[src/rtl/sine_voice_scheduler.sv]
// Four-voice sine scheduler: time-multiplexes one pipelined quarter-sine
// expander across four phase accumulators and mixes the results per sample tick.
module sine_voice_scheduler #(
  parameter int LAT     = 3,
  parameter int PHASE_W = 16
) (
  input  logic               clk,
  input  logic               rst_n,
  input  logic               sample_tick,
  input  logic [3:0]         voice_en,
  input  logic               inc_we,
  input  logic [1:0]         inc_sel,
  input  logic [PHASE_W-1:0] inc_data,
  output logic [7:0]         sine_addr,
  input  logic [10:0]        sine_dout,
  output logic [10:0]        mix_out,
  output logic               mix_valid,
  output logic               busy,
  output logic               overrun,
  input  logic               overrun_clr
);

  typedef enum logic [2:0] {
    IDLE,
    ISSUE,
    WAIT,
    CAPTURE,
    DONE
  } state_t;

  localparam int CW = (LAT > 1) ? $clog2(LAT) : 1;
  localparam logic [CW-1:0] WAIT_LAST = CW'(LAT - 1);

  state_t             state, state_next;
  logic [PHASE_W-1:0] phase [4];
  logic [PHASE_W-1:0] inc   [4];
  logic [12:0]        acc;
  logic [1:0]         v;
  logic [CW-1:0]      wait_cnt;
  logic               en_cur;

  assign busy = (state != IDLE);

  always_ff @(posedge clk or negedge rst_n) begin
    if (!rst_n) state <= IDLE;
    else        state <= state_next;
  end

  always_comb begin
    state_next = state;
    case (state)
      IDLE:    if (sample_tick) state_next = ISSUE;
      ISSUE:   state_next = WAIT;
      WAIT:    if (wait_cnt == WAIT_LAST) state_next = CAPTURE;
      CAPTURE: state_next = (v == 2'd3) ? DONE : ISSUE;
      DONE:    state_next = IDLE;
      default: state_next = IDLE;
    endcase
  end

  always_ff @(posedge clk or negedge rst_n) begin
    if (!rst_n) begin
      for (int unsigned i = 0; i < 4; i++) begin
        phase[i] <= '0;
        inc[i]   <= '0;
      end
      acc       <= '0;
      v         <= '0;
      wait_cnt  <= '0;
      en_cur    <= 1'b0;
      sine_addr <= '0;
      mix_out   <= 11'd1024;
      mix_valid <= 1'b0;
    end else begin
      if (inc_we) inc[inc_sel] <= inc_data;
      mix_valid <= (state == DONE);
      case (state)
        IDLE: begin
          if (sample_tick) begin
            v   <= '0;
            acc <= '0;
          end
        end
        ISSUE: begin
          // address comes from the pre-increment phase
          sine_addr <= phase[v][PHASE_W-1 -: 8];
          en_cur    <= voice_en[v];
          if (voice_en[v]) phase[v] <= phase[v] + inc[v];
          else             phase[v] <= '0;
          wait_cnt  <= '0;
        end
        WAIT: wait_cnt <= wait_cnt + 1'b1;
        CAPTURE: begin
          acc <= acc + (en_cur ? {2'b00, sine_dout} : 13'd1024);
          if (v != 2'd3) v <= v + 2'd1;
        end
        DONE: mix_out <= acc[12:2];
        default: ;
      endcase
    end
  end

  // a tick that collides with a clear still sets the flag
  always_ff @(posedge clk or negedge rst_n) begin
    if (!rst_n)                    overrun <= 1'b0;
    else if (sample_tick && busy)  overrun <= 1'b1;
    else if (overrun_clr)          overrun <= 1'b0;
  end

endmodule

[config.mk]
export PLATFORM = sky130hd
export DESIGN_NAME = sine_voice_scheduler
export DESIGN_NICKNAME = d
export VERILOG_FILES = /design/src/rtl/sine_voice_scheduler.sv
export SDC_FILE = /design/constraint.sdc
export NUM_CORES = 1
export LEC_CHECK = 0
export BUFFER_PORTS_ARGS = -buffer_cell sky130_fd_sc_hd__buf_2
export CORE_MARGIN = 5
export CORE_UTILIZATION = 40
export DETAILED_ROUTE_END_ITERATION = 7
export PLACE_DENSITY = 0.6
export SYNTH_ARGS = -nofsm -noshare
export SYNTH_HDL_FRONTEND = slang
export SYNTH_SLANG_ARGS = --single-unit
[constraint.sdc]
create_clock -name clk -period 6.6 [get_ports clk]
set_clock_uncertainty 0.2 [all_clocks]
set_input_delay 1.32 -clock clk [delete_from_list [all_inputs] [get_ports clk]]
set_output_delay 1.32 -clock clk [all_outputs]
set_load 0.05 [all_outputs]
==> results of run 1 <==
-- logic make-up (layout without fill, tap and decap cells) --
family	count (synthesis)	count (layout)	share of synthesized area
buffers and inverters	45	107	0.02365
AO/OA/AOI/OAI	149	149	0.1149
XOR/XNOR	25	25	0.02764
flip-flops	170	170	0.5027
multiplexers	121	121	0.2030
AND/OR/NAND/NOR	144	144	0.07761
adder cells (fa/ha/maj)	33	33	0.05055
-- layer usage --
metal | up-vias | track usage | wire, µm
li1 | 2608 | - | -
met1 | 2907 | 0.2066 | 8102
met2 | 124 | 0.2971 | 9930
met3 | 25 | 0.04006 | 891
met4 | 2 | 0.05336 | 298
met5 | - | 0 | 13
-- layout make-up --
cell class / count / area, µm²
Clock buffer: 22 / 484.2
Clock inverter: 9 / 87.58
Fill cell: 1902 / 11380
Multi-Input combinational cell: 472 / 4020
Timing Repair Buffer: 64 / 339.1
Sequential cell: 170 / 4257
Inverter: 12 / 45.04
Tap cell: 275 / 344.1
-- synthesized netlist by cell type (2+ instances only) --
cell      count
a21o_1        7
a21oi_1      25
a22o_1       20
a31oi_1       4
a41oi_1       2
a41oi_2       2
and2_1       10
and3_1        2
buf_2        15
buf_4         3
clkbuf_1     13
dfrtp_1     169
fa_1          2
ha_1         31
inv_1        12
mux2_2       85
mux2i_1       4
mux4_2       32
nand2_1      89
nand2b_1      6
nand3_1      11
nand3b_1      3
nand4_1       3
nor2_1       10
nor3_1        4
nor3b_1       2
nor3b_2       2
o211ai_1      2
o21a_1        2
o21ai_0      62
o21ai_1       3
o21bai_1      2
o31ai_1      10
xnor2_1       8
xor2_1       15
-- sequential cells by signal, summed over array words and instances, names as in the netlist --
signal	count
wait_cnt	2
en_cur	1
acc	13
inc	64
phase	64
state	3
overrun	1
mix_out	11
v	2
sine_addr	8
mix_valid	1
-- worst register-to-register path, delay by kind of cell, from the launching register on --
family / cells / cell delay (ns)
adders and majority gates: 1 / 0.39
xor gates and xnor gates: 1 / 0.30
muxes: 1 / 0.56
DFF: 1 / 0.79
buffers and inverters: 1 / 0.48
AOI/OAI and AO/OA: 4 / 1.02
-- worst max path at each step --
stage,from,endpoint
6_report,v[0]$_DFFE_PN0P_,phase[42]$_DFFE_PN0P_
5_1_grt,v[0]$_DFFE_PN0P_,phase[46]$_DFFE_PN0P_
4_1_cts,v[0]$_DFFE_PN0P_,phase[30]$_DFFE_PN0P_
3_5_place_dp,v[0]$_DFFE_PN0P_,phase[30]$_DFFE_PN0P_
3_3_place_gp,v[0]$_DFFE_PN0P_,phase[60]$_DFFE_PN0P_
2_1_floorplan,v[0]$_DFFE_PN0P_,phase[30]$_DFFE_PN0P_
-- stage by stage --
step | hold WS [ns] | std cells | instance area [µm²]
global route | 0.2998 | 1024 | 9577
CTS | 0.2813 | 1024 | 9577
global placement | 0.2552 | 993 | 9005
floorplan | 0.2425 | 687 | 8464
finish | 0.2790 | 1024 | 9577
detailed placement | 0.2661 | 993 | 9005
-- power breakdown --
group          switching, µW  leakage (µW)  total (µW)  internal (µW)
sequential               236       0.00211        1620           1390
combinational           1470       0.00191        2410            947
clock                    409      0.000271         967            558
total                   2110       0.00429        5000           2890
==> reports/metrics.yaml, run 1 <==
drc: 0
post-cts-setup-buffers: 0
critPathKind: "flip-flop to flip-flop"
max_slew.worst_pin.slew_ns: 1.080
crit_path_cell_trace: "buf_4, mux4_2, ha_1, a21o_1, a221o_2, a41oi_2, xor2_1, o21ai_0"
clock_latency_ns: 0.43
hpwl_mm: 13.51
synth_flop_cell: "dfrtp_1"
cts_tree: "yes"
port_buffers: 59
hold_start: "phase[17]$_DFFE_PN0P_"
grt-ovfl-total: 0
syn_inst: 687
layout-drive-gt1-share: 0.3004
antenna_found_initial: 1
relSlewSlack: 0.2801
max_stage_delay_ns: 0.79
period_needed_ns: 3.865
first_iter_violations: 290
wl_mm: 19.24
grt_util_all_layers: 0.1694
rsz0062_at_grt: "no"
final_common_cell: "dfrtp_1"
initial_core_util: 0.4039
path_buf_inv: 1
hold_depth: 2
path_depth: 8
synthDominantCellAreaShare: 0.4996
path_clk_slew_ns: 0.07
first_global_vias: 6338
cp_slowest_cell: "dfrtp_2"
hp-class: "flip-flop to flip-flop"
fin_ws_ns: 2.735
syn_area_um2: 8464
num-nets-final: 808
seq_area_frac_synth: 0.5027
leakagePower_uw: 0.004290
syn_to_final_growth_pct: 13.14
holdPathEnd: "phase[17]$_DFFE_PN0P_"
coreArea_um2: 20960
r2r_start: "v[0]$_DFFE_PN0P_"
grt_max_degree: 117
ant_nets: 0
avgSynthCellArea_um2: 12.32
setup_viol: 0
vias: 5666
yosysUniqueCellTypes: 50
die_y_um: 155.5
critPathMaxFanout: 22
cts_root_buf: "clkbuf_16"
avgViaCountPerCell: 5.533
finalCritPeriodShare: 0.5856
fin_util: 0.4570
io-pin-count: 60
ys_seq_elements: 170
status: "completed"
cts_resized: 0
h-tree-depth: 4
fmax_ghz: 0.2587
power_density_nw_per_um2: 522.5
die-area_um2: 24170
maxCapViolations: 0
clock_path_buffers: 2
clock_sinks: 170
antenna_cells: 0
ff2ff_setup_slack_ns: 2.73
power_uw: 5004
die_w_um: 155.5
required_ns: 6.70
gp_congestion: 0.8933
slew_viol_final: 0
synth_edf_count: 0
setup_tns_ns: 0
cts_hold_buffers: 0
drt_pass1_iterations: 4
ys_warn_count: 0
critPathTopFamily: "compound AO/OA/AOI/OAI gates"
synth_fp_nets: 758
final_cell_mix: "168 x dfrtp_1, 89 x nand2_1, 85 x mux2_2"
grt_pass1_wl_mm: 32.75
rr_worst_depth: 8
synth_top_cell_by_area: "dfrtp_1"
async_reset_ff_frac: 1.000
pre_cts_slack_ns: 2.660
rows: 53
cts_buffers: 17
end_kind: "flip-flop"
rr_endpoint: "phase[42]$_DFFE_PN0P_"
peakVddDrop_uv: 252.2
cp.arrival_ns: 3.97
synth_area_leaders: "dfrtp_1 50%, mux2_2 11%, mux4_2 8.5%, ha_1 4.6%, nand2_1 3.9%"
wire_per_inst_um: 18.79
cp-start-kind: "flip-flop"
hold_viol_final: 0
No activity file was read; power rests on OpenSTA's default activity.
==> run 2, diff against run 1 <==
ABC_AREA = 1   (was not set)
clock period = 4 ns   (was 6.6 ns; I/O delays follow)
==> run 2 against run 1 <==
Count of clock-buffer cells in the layout shrank 4. Cell count up 43%. Combinational power is 110% higher. Fmax is 21% higher. Final area up 5.0%. Flip-flop and latch count unchanged. Critical path depth up 3. Die area is 4.6% higher. Hold slack worse by 0.12 ns. Area after synthesis is 4.9% higher. Core utilization is 0.39 points higher. Sequential power grew 55%. Largest power group unchanged.
==> reports/metrics.yaml, run 2 <==
r2r_start: "v[0]$_DFFE_PN0P_"
maxCapViolations: 0
hpwl_mm: 14.94
syn_inst: 1130
grt-ovfl-total: 0
period_needed_ns: 3.203
cts_root_buf: "clkbuf_16"
power_uw: 9426
relSlewSlack: 0.5410
critPathKind: "flip-flop to flip-flop"
antenna_cells: 0
slew_viol_final: 0
post-cts-setup-buffers: 0
cp.arrival_ns: 3.29
cts_hold_buffers: 0
top_regs: "inc: 64 flops, phase: 64 flops, acc: 13 flops"
wl_mm: 22.48
synth_commonest_cells: "348 x nand2_1, 169 x dfrtp_1, 166 x o21ai_0"
rows: 54
synth_top_cell_by_area: "dfrtp_1"
cts_buffers: 17
p_sw_frac: 0.4886
clock_latency_ns: 0.43
end_kind: "flip-flop"
synth_flop_cell: "dfrtp_1"
hp-class: "primary input to async pin"
postLayoutCellArea_um2: 10060
ys_warn_count: 0
switching_power_uw: 4606
grt_max_degree: 72
vias: 7488
layout-drive-gt1-share: 0.1147
cp_slowest_cell: "o21ai_0"
num-nets-final: 1245
ant_nets: 0
combPwrFrac: 0.544
async_reset_ff_frac: 1.000
final_cell_mix: "348 x nand2_1, 168 x dfrtp_1, 166 x o21ai_0"
syn_to_final_growth_pct: 13.27
finalCritPeriodShare: 0.8008
rr_endpoint: "phase[39]$_DFFE_PN0P_"
synth_area_leaders: "dfrtp_1 48%, nand2_1 15%, o21ai_0 9.4%, ha_1 4.4%, inv_1 4.1%"
drc: 0
yosysUniqueCellTypes: 36
synth_edf_count: 0
setup_tns_ns: 0
required_ns: 4.09
synthDominantCellAreaShare: 0.4763
fmax_ghz: 0.3122
cts_tree: "yes"
gp_congestion: 0.9136
seq_area_frac_synth: 0.4792
dpl_cell_area_um2: 9428
yosysMostFrequentCell: "nand2_1"
dp.cells: 1435
rr_worst_depth: 11
io-pin-count: 60
finalNonFillerCells: 1466
die-area_um2: 25280
antenna_found_initial: 0
p_seq_frac: 0.266
status: "completed"
power_density_nw_per_um2: 937.1
synth_fp_nets: 1201
ff2ff_setup_slack_ns: 0.80
critPathMaxFanout: 40
die_y_um: 159.0
num-fill-cells: 2217
clockPowerShare: 0.190
cp-start-kind: "flip-flop"
h-tree-depth: 4
port_buffers: 59
max_slew.worst_pin.slew_ns: 0.6814
cts_resized: 0
syn_area_um2: 8880
hold_viol_final: 0
die_w_um: 159.0
clock_path_buffers: 2
coreArea_um2: 21820
first_global_vias: 7244
path_buf_inv: 2
avgViaCountPerCell: 5.108
avgSynthCellArea_um2: 7.858
wire_per_inst_um: 15.33
first_iter_violations: 502
crit_path_cell_trace: "inv_2, buf_12, o21ai_0, o22ai_1, ha_1, nand3_1, nand3_1, nand2_1, nand2_1, o21ai_0, o21ai_1"
clock_sinks: 170
initial_core_util: 0.4069
leakagePower_uw: 0.005145
rsz0062_at_grt: "no"
grt_util_all_layers: 0.1786
drt_pass1_iterations: 5
p_int_uw: 4820
final_common_cell: "nand2_1"
critPathTopFamily: "compound AO/OA/AOI/OAI gates"
peakVddDrop_uv: 366.2
max_stage_delay_ns: 0.50
grt_pass1_wl_mm: 37.61
setup_viol: 0
path_clk_slew_ns: 0.07
ys_seq_elements: 170
## run 2: cell types whose count changed after synthesis, sizes merged, moves of 10 or more
cell,before,now
xor2,16,1
nand2,89,359
o22ai,0,33
mux4,32,0
a22o,20,1
nand4,3,26
inv,12,105
nor2,10,78
mux2,85,0
o21ai,66,199
o31ai,10,0
nand3,12,40
clkbuf,14,27
## run 2: stage by stage
step,util,worst slack (ns),hold slack [ns]
detailed placement,0.4320,0.8154,0.2607
floorplan,-,1.280,0.2443
global placement,0.4320,0.8579,0.2584
CTS,0.4609,0.8159,0.1974
finish,0.4609,0.7968,0.1635
global route,0.4609,0.4848,0.2169
## run 2: worst max path at each step
stage | startpoint | to | cells past startpoint
2_1_floorplan | v[0]$_DFFE_PN0P_ | phase[22]$_DFFE_PN0P_ | 13
3_3_place_gp | v[0]$_DFFE_PN0P_ | phase[21]$_DFFE_PN0P_ | 11
3_5_place_dp | v[0]$_DFFE_PN0P_ | phase[53]$_DFFE_PN0P_ | 11
4_1_cts | v[0]$_DFFE_PN0P_ | phase[53]$_DFFE_PN0P_ | 11
5_1_grt | v[0]$_DFFE_PN0P_ | phase[37]$_DFFE_PN0P_ | 10
6_report | v[0]$_DFFE_PN0P_ | phase[39]$_DFFE_PN0P_ | 11
## run 2: power by group through the flow
stage	Sequential (µW)	Combinational [µW]	Clock, µW
after global routing	2570	5770	1900
after floorplan	2640	3670	0
after detailed placement	2530	5090	0
final	2510	5130	1790
after CTS	2510	5110	1830
after global placement	2530	5020	0
## run 2: kinds of logic (layout without fill, tap and decap cells)
group,Yosys count,after routing,share of synthesized area
flops,170,170,0.4792
buf+inv,151,207,0.07045
simple gates,513,513,0.2417
fa+ha+maj,33,33,0.04819
compound gates,262,262,0.1595
xor+xnor,1,1,0.0009865
## run 2: final cells by class
| class | count | area, µm² | share of cell area |
|---|---|---|---|
| clock buffer | 18 | 439.2 | 0.04366 |
| clock inverter | 13 | 191.4 | 0.01903 |
| inverter | 106 | 412.9 | 0.04105 |
| multi-input combinational | 809 | 3999 | 0.3976 |
| sequential | 170 | 4257 | 0.4232 |
| tap | 280 | 350.3 | 0.03483 |
| timing repair buffer | 70 | 409.1 | 0.04068 |
## run 2: routing by layer
layer	share of wire	vias to the layer above	GRT usage	wire length [µm]
met4	0.015	0	0.05506	338
met3	0.053	25	0.03365	1188
met5	0	-	0	0
li1	-	3804	-	-
met1	0.49	3467	0.2594	10980
met2	0.44	192	0.2717	9967
## run 2: worst register-to-register path: cells and delay by family, from the launching register on
kind            cells  cell delay, ns
compound gates      4            1.05
buf+inv             2            0.67
simple gates        4            0.43
flops               1            0.41
fa+ha+maj           1            0.30
==> run 3, diff against run 2 <==
PLACE_DENSITY = 0.62   (was 0.6)
clock period = 2.9 ns   (was 4 ns; I/O delays follow)
==> run 3 against run 2 <==
Via count up 3.1%. Fmax up 16%. Clock power up 27%. Setup slack worse by 0.65 ns. Non-clock buffer count up 19. First-iteration DRC count up 10%. Critical endpoint is now phase[56]$_DFFE_PN0P_. Core utilization up 0.95 points. Count of clock-buffer cells in the layout up 3. Highest routed layer unchanged. Register-to-register slack worse by 0.65 ns. Sequential power up 38%. Hold slack worse by 0.012 ns.
==> reports/metrics.yaml, run 3 (synthesized netlist as in run 2, its figures left out) <==
status: "completed"
num-nets-final: 1264
die-area_um2: 25280
cp.arrival_ns: 2.91
rr_worst_depth: 13
cts_buffers: 17
dpl_cell_area_um2: 9613
leakagePower_uw: 0.005242
setup_viol: 0
p_int_uw: 6799
coreArea_um2: 21820
postLayoutCellArea_um2: 10260
cp-start-kind: "flip-flop"
r2r_start: "v[0]$_DFFE_PN0P_"
rows: 54
port_buffers: 59
finalCritPeriodShare: 0.9489
power_density_nw_per_um2: 1299
grt_util_all_layers: 0.1826
num-fill-cells: 2177
rr_endpoint: "phase[56]$_DFFE_PN0P_"
syn_to_final_growth_pct: 15.60
clock_path_buffers: 2
antenna_found_initial: 0
hold_depth: 2
layout-drive-gt1-share: 0.1368
post-cts-setup-buffers: 0
critPathMaxFanout: 14
dp.cells: 1453
max_slew.worst_pin.slew_ns: 0.7112
final_common_cell: "nand2_1"
first_iter_violations: 553
drc: 0
fmax_ghz: 0.3634
p_seq_frac: 0.260
relSlewSlack: 0.5209
die_w_um: 159.0
avgViaCountPerCell: 5.197
hp-class: "primary input to flip-flop"
wl_mm: 22.76
ant_nets: 0
clock_latency_ns: 0.44
clock_sinks: 170
hold_start: "overrun_clr"
io-pin-count: 60
finalNonFillerCells: 1486
initial_core_util: 0.4069
vias: 7722
rsz0062_at_grt: "yes"
cts_tree: "yes"
period_needed_ns: 2.752
maxCapViolations: 0
drt_pass1_iterations: 5
final_cell_mix: "347 x nand2_1, 168 x dfrtp_1, 160 x o21ai_0"
grt_max_degree: 52
antenna_cells: 0
die_y_um: 159.0
cts_root_buf: "clkbuf_16"
holdPathEnd: "overrun$_DFFE_PN0P_"
wire_per_inst_um: 15.31
gp_congestion: 0.8921
path_clk_slew_ns: 0.07
hpwl_mm: 15.52
clockPowerShare: 0.171
peakVddDrop_uv: 514.2
combPwrFrac: 0.568
top_regs: "inc: 64 flops, phase: 64 flops, acc: 13 flops"
hold_slack_ns: 0.1517
slew_viol_final: 0
required_ns: 3.05
critPathKind: "flip-flop to flip-flop"
switching_power_uw: 6531
end_kind: "flip-flop"
p_sw_frac: 0.4900
hold_viol_final: 0
first_global_vias: 7520
grt_pass1_wl_mm: 38.51
h-tree-depth: 4
ff2ff_setup_slack_ns: 0.15
grt-ovfl-total: 0
setup_tns_ns: 0
==> run 3: through the flow <==
step | utilization | total power [µW] | setup WS, ns
detailed placement | 0.4405 | 10800 | 0.08501
global placement | 0.4405 | 10690 | 0.1102
CTS | 0.4676 | 13150 | 0.06293
floorplan | - | 8710 | 0.1801
global route | 0.4704 | 14520 | -0.01361
finish | 0.4704 | 13330 | 0.1483
==> run 3: timing repair <==
item                       4_1_cts  5_1_grt
resized for setup                0       21
setup endpoints to repair        0       42
hold buffers                     1        0
hold endpoints to repair        42        0
==> run 3: worst max-delay path by stage <==
stage | start | end | slack (ns) | cells past startpoint
2_1_floorplan | v[0]$_DFFE_PN0P_ | phase[22]$_DFFE_PN0P_ | 0.18 | 13
3_3_place_gp | v[0]$_DFFE_PN0P_ | phase[29]$_DFFE_PN0P_ | 0.11 | 12
3_5_place_dp | v[0]$_DFFE_PN0P_ | phase[13]$_DFFE_PN0P_ | 0.09 | 13
4_1_cts | v[0]$_DFFE_PN0P_ | phase[13]$_DFFE_PN0P_ | 0.06 | 13
5_1_grt | v[0]$_DFFE_PN0P_ | phase[47]$_DFFE_PN0P_ | -0.01 | 14
6_report | v[0]$_DFFE_PN0P_ | phase[56]$_DFFE_PN0P_ | 0.15 | 13
==> run 3: power by group through the flow <==
| stage | clock [µW] | combinational (µW) | sequential [µW] |
|---|---|---|---|
| floorplan | 0 | 5070 | 3640 |
| global placement | 0 | 7200 | 3490 |
| detailed placement | 0 | 7310 | 3490 |
| CTS | 2320 | 7370 | 3460 |
| global route | 2420 | 8550 | 3550 |
| finish | 2280 | 7580 | 3470 |
==> run 3: area by class of cell <==
class	instances	area (µm²)	area share
multi-input combinational	809	4045	0.3941
tap	280	350.3	0.03413
timing repair buffer	89	619.3	0.06034
clock inverter	11	110.1	0.01073
inverter	106	412.9	0.04022
clock buffer	21	470.5	0.04583
sequential	170	4257	0.4147
==> run 3: critical path, stage by stage (launching register included) <==
cell and delay [ns]:
dfrtp_2 0.46, inv_2 0.12, buf_4 0.20, buf_4 0.13
nor2_1 0.03, o22ai_1 0.20, ha_1 0.29, or2_0 0.25
and2_1 0.20, nand2_1 0.11, nand3_1 0.08, nand2_1 0.06
nand3_1 0.17, o21ai_1 0.18
==> run 3: layer usage <==
metal	up-vias	share of wire	wire, µm	global-route usage
met5	-	0	0	0
met3	29	0.069	1573	0.04116
met2	243	0.44	9911	0.2832
li1	3846	-	-	-
met4	0	0.015	334	0.04382
met1	3604	0.48	10940	0.2617
